==> config.mk <==
export PLATFORM = sky130hd
export DESIGN_NAME = fifo_ram_controller
export DESIGN_NICKNAME = d
export VERILOG_FILES = /design/src/rtl/fifo_ram_controller.sv
export SDC_FILE = /design/constraint.sdc
export NUM_CORES = 1
export LEC_CHECK = 0
export CORE_MARGIN = 5
export CORE_UTILIZATION = 38
export DETAILED_ROUTE_END_ITERATION = 8
export PLACE_DENSITY_LB_ADDON = 0.12
export SYNTH_ARGS = -nofsm -noshare
export SYNTH_HDL_FRONTEND = slang
export SYNTH_SLANG_ARGS = --single-unit
==> constraint.sdc <==
create_clock -name clock -period 4.2 [get_ports clock]
set_clock_uncertainty 0.2 [all_clocks]
set_input_delay 0.84 -clock clock [delete_from_list [all_inputs] [get_ports clock]]
set_output_delay 0.84 -clock clock [all_outputs]
set_load 0.005 [all_outputs]
==> src/rtl/fifo_ram_controller.sv <==
// First-word-fall-through FIFO controller driving an external simple dual-port RAM.
// Optional sticky overflow/underflow outputs: define FIFO_RAM_CONTROLLER_ERROR_FLAGS_EN.
module fifo_ram_controller #(
  parameter int unsigned WIDTH         = 8,
  parameter int unsigned DEPTH         = 16,
  parameter int unsigned ADDRESS_WIDTH = $clog2(DEPTH)
) (
  input  logic                     clock,
  input  logic                     reset,
  input  logic                     write_enable,
  input  logic [WIDTH-1:0]         write_data,
  output logic                     full,
  input  logic                     read_enable,
  output logic [WIDTH-1:0]         read_data,
  output logic                     empty,
  output logic [ADDRESS_WIDTH:0]   level,
  output logic                     ram_write_enable,
  output logic [ADDRESS_WIDTH-1:0] ram_write_address,
  output logic [WIDTH-1:0]         ram_write_data,
  output logic                     ram_read_enable,
  output logic [ADDRESS_WIDTH-1:0] ram_read_address,
  input  logic [WIDTH-1:0]         ram_read_data
`ifdef FIFO_RAM_CONTROLLER_ERROR_FLAGS_EN
  ,
  output logic                     overflow,
  output logic                     underflow
`endif
);

  // MSB of each pointer is the wrap bit; low bits address the RAM.
  logic [ADDRESS_WIDTH:0] r_write_pointer;
  logic [ADDRESS_WIDTH:0] r_read_pointer;
  logic                   w_write_accept;
  logic                   w_read_accept;

  always_comb begin
    empty = (r_write_pointer == r_read_pointer);
    full  = (r_write_pointer[ADDRESS_WIDTH-1:0] == r_read_pointer[ADDRESS_WIDTH-1:0]) &&
            (r_write_pointer[ADDRESS_WIDTH] != r_read_pointer[ADDRESS_WIDTH]);
    level = r_write_pointer - r_read_pointer;

    w_write_accept = write_enable && !full;
    w_read_accept  = read_enable && !empty;

    // RAM write is suppressed while reset is held so nothing lands during the reset edge.
    ram_write_enable  = w_write_accept && !reset;
    ram_write_address = r_write_pointer[ADDRESS_WIDTH-1:0];
    ram_write_data    = write_data;

    ram_read_enable  = !empty;
    ram_read_address = r_read_pointer[ADDRESS_WIDTH-1:0];
    read_data        = empty ? '0 : ram_read_data;
  end

  always_ff @(posedge clock) begin
    if (reset) begin
      r_write_pointer <= '0;
      r_read_pointer  <= '0;
    end else begin
      if (w_write_accept) r_write_pointer <= r_write_pointer + 1'b1;
      if (w_read_accept)  r_read_pointer  <= r_read_pointer + 1'b1;
    end
  end

`ifdef FIFO_RAM_CONTROLLER_ERROR_FLAGS_EN
  logic r_overflow;
  logic r_underflow;

  always_ff @(posedge clock) begin
    if (reset) begin
      r_overflow  <= 1'b0;
      r_underflow <= 1'b0;
    end else begin
      if (write_enable && full)  r_overflow  <= 1'b1;
      if (read_enable && empty)  r_underflow <= 1'b1;
    end
  end

  assign overflow  = r_overflow;
  assign underflow = r_underflow;
`endif

endmodule
==> results.md <==
Outcome
- finished, final reports clean — result of the run

STA
- false — unrepaired setup endpoints after global routing
- 3.71 ns — minimum clock period after layout
- 0.784 ns — Worst Max-Slew Pin Slew
- 0 — number of max-slew violations in the final report
- 0.311 ns — final-layout worst hold slack
- 0 — number of hold violations in the final report
- 0 ns — sum of negative setup slack
- 47.5% — headroom to the max-slew limit
- 270 MHz — maximum achievable frequency
- 0 — Setup violations, final
- 88.3% — Tcrit/Tclk final

Floorplan
- 40.3% — effective utilization at floorplan
- 16 — number of placement rows
- 0.00198 mm² — Placeable Area
- 55.8 µm — Chip Height
- 55.8 µm — overall die width
- 53 — IO Pins
- 0.00312 mm² — floorplan die area

Synth
- 97 — Cells after Synth
- 0 — Synth warnings
- 8.23 µm² — syn avg cell area
- 124 — Mapped Nets
- sky130_fd_sc_hd__dfxtp_1 — cell taking the most area after synthesis
- 10 — register bit total from synthesis
- sky130_fd_sc_hd__dfxtp_1 25%, sky130_fd_sc_hd__buf_4 15%, sky130_fd_sc_hd__ha_1 9.4% — ranking of synthesized cells by area
- 25.1% — area fraction of the dominant cell type after synthesis
- 23 — post-synthesis cell type count
- 798 µm² — Cell Area, Synth
- 25.1% — portion of the post-synthesis area used by sequential elements

Critical path
- r_read_pointer[3] — endpoint of the most critical register-to-register path
- 0.67 ns — worst stage delay on the critical path
- 6 — number of cells on the worst reg-to-reg path
- flip-flop to primary output — Crit Path Category
- 14 — largest fanout of any net on the critical path
- 3.16 ns — Worst Path Required
- primary output — crit end category
- inv_1 -> ha_1 -> nand4_1 -> nor2_1 -> clkdlybuf4s50_1 — list of cells traversed by the critical path
- r_read_pointer[2] — start of the worst register-to-register path
- flip-flop — sort of element at the start of the critical path
- sky130_fd_sc_hd__nor2_1 — CP max stage cell
- 1.82 ns — flop2flop setup slack
- 2.67 ns — arrival time at the worst endpoint

Clock network
- 0 — hold buffer count at CTS
- 0.07 ns — register clock-pin slew on the reported worst setup and hold paths
- 10 — number of sinks on the clock net
- 2 — maximum clock path buffer count
- sky130_fd_sc_hd__clkbuf_4 — root buffer cell
- 1 — maximum level of the CTS H-tree
- 0 — post-cts resize count
- yes — TritonCTS clock tree
- 0 — Setup Fix Bufs, Post-CTS
- 0.27 ns — clock insertion delay at the later pin of the skew report
- 3 — number of buffers added by the clock tree synthesis step

Layout
- 54.9% — Layout Utilization
- 0 — diode insertion count for antenna repair
- 3.39% — fraction of final layout cells with drive strength greater than 1
- 444 µm² — Multi-input gate area
- 170 — filler instances
- 145 — Finished Layout Cells
- 200 µm² — FF/Latch Area
- 147 — final net count
- 36.2% — area growth from synthesis to final layout

GRT
- 709 — vias in the first global route
- 3220 µm — wire length of the first global-routing pass
- 0 — global route overflow
- 15 — maximum number of pins on one net before global-route repair
- 0 — number of antenna violations at the first check in global routing
- 12.6% — global-route usage over all layers

Routing
- 699 — number of vias after detailed routing
- 0 — post-route DRC violation count
- met4 — top sig layer
- 887 µm — met2 WL post-DR
- 1930 µm — total length of routed wires
- 283 µm — Routed met3 length
- 724 µm — wl on met1
- 5 — initial detailed-routing violation count
- 13.3 µm — routed length per placed instance
- 0 — number of routed nets with antenna violations
- 4.82 — routed via count divided by cell count
- 4 — detailed-routing iteration count for the pre-antenna-repair pass

Run
- 0 — Maximum Capacitance Violations

Min path
- 2 — instance count along the most critical hold path
- r_read_pointer[3] — worst-case hold path end point
- r_read_pointer[3] — Worst Min Path Start
- flip-flop to flip-flop — classification of the worst-slack hold path

Power and ir drop
- 0.417 nW — standby leakage power
- 0.406 mW — Tot Pwr
- 373 mW/mm² — Power Dens Cells
- 0.191 mV — peak ir drop on the vdd network

Place
- 1600 µm — post-DP HPWL
- 0.786 — Final Wtd Congestion
- 142 — Placed Cells
- 36 — IO Port Bufs

## worst max path at each step
stage | start | end | cells past startpoint
floorplan | r_read_pointer[2] | read_data[0] | 6
global placement | r_read_pointer[2] | empty | 5
detailed placement | r_read_pointer[2] | empty | 5
CTS | r_read_pointer[2] | empty | 5
global route | r_read_pointer[2] | empty | 5
finish | r_read_pointer[2] | empty | 5
## metal layers
metal  vias up  track usage (%)
met4         0             5.76
met3         7             8.58
met5         -                0
met1       308             12.6
li1        350                -
met2        34             20.3
## report_power, final
group / total (mW) / switching (mW) / internal, mW
clock network: 0.0670 / 0.0338 / 0.0332
logic: 0.229 / 0.0938 / 0.135
registers: 0.110 / 0.00876 / 0.101
## state kept, by name, indices dropped and copies added, names as in the netlist
| register | flops |
|---|---|
| r_read_pointer | 5 |
| r_write_pointer | 5 |
## kinds of logic (layout without fill, tap and decap cells)
kind of cell | count (synthesis) | count (layout) | synth area share, %
xor+xnor | 10 | 10 | 11.0
flops | 10 | 10 | 25.1
compound gates | 14 | 14 | 11.3
mux | 2 | 2 | 2.51
fa+ha+maj | 7 | 7 | 11.9
simple gates | 29 | 29 | 19.0
buf+inv | 25 | 46 | 19.3
## cells in the mapped netlist (all sizes together)
| cell type | n |
|---|---|
| and4 | 1 |
| dfxtp | 10 |
| nor3 | 2 |
| fa | 1 |
| a21o | 2 |
| nand4 | 4 |
| ha | 6 |
| mux2i | 2 |
| nand2 | 1 |
| a21oi | 5 |
| buf | 16 |
| inv | 7 |
| xnor2 | 6 |
| xor2 | 4 |
| o21ai | 4 |
| a211oi | 1 |
| a2111oi | 1 |
| o211ai | 1 |
| nor2 | 11 |
| clkbuf | 2 |
| nor2b | 8 |
| or3 | 2 |
## critical path, delay by kind of cell, from the launching register on
family / cells / cell delay (ns)
fa+ha+maj: 1 / 0.36
buf+inv: 2 / 0.73
flops: 1 / 0.38
simple gates: 2 / 0.92
## placed cells by master, fill, tap and decap left out
| cell type | n |
|---|---|
| sky130_fd_sc_hd__clkdlybuf4s50_1 | 36 |
| sky130_fd_sc_hd__nor2_1 | 11 |
| sky130_fd_sc_hd__dfxtp_1 | 10 |
| sky130_fd_sc_hd__nor2b_1 | 8 |
| sky130_fd_sc_hd__inv_1 | 7 |
| sky130_fd_sc_hd__xnor2_1 | 6 |
| sky130_fd_sc_hd__ha_1 | 6 |
| sky130_fd_sc_hd__a21oi_1 | 5 |
| sky130_fd_sc_hd__xor2_1 | 4 |
| sky130_fd_sc_hd__nand4_1 | 4 |
| sky130_fd_sc_hd__o21ai_0 | 3 |
| sky130_fd_sc_hd__clkbuf_4 | 3 |
| sky130_fd_sc_hd__a21o_1 | 2 |
| sky130_fd_sc_hd__or3_1 | 2 |
| sky130_fd_sc_hd__mux2i_1 | 2 |
| sky130_fd_sc_hd__nor3_1 | 2 |
| sky130_fd_sc_hd__o21ai_1 | 1 |
| sky130_fd_sc_hd__nand2_1 | 1 |
| sky130_fd_sc_hd__and4_1 | 1 |
| sky130_fd_sc_hd__o211ai_1 | 1 |
| sky130_fd_sc_hd__a211oi_1 | 1 |
| sky130_fd_sc_hd__a2111oi_2 | 1 |
| sky130_fd_sc_hd__fa_1 | 1 |
## area by class of cell
type,count,share of cell area (%)
multi-input combinational,62,40.9
tap,27,3.11
clock buffer,3,2.07
sequential,10,18.4
timing repair buffer,36,33.1
inverter,7,2.42
## stage by stage
stage                     instance area [µm²]  setup WS (ns)
after floorplan                           798           1.61
after global placement                   1060          0.882
after detailed placement                 1060          0.798
after CTS                                1090          0.480
after global routing                     1090          0.268
final                                    1090          0.491
(Power assumes the default switching activity.)
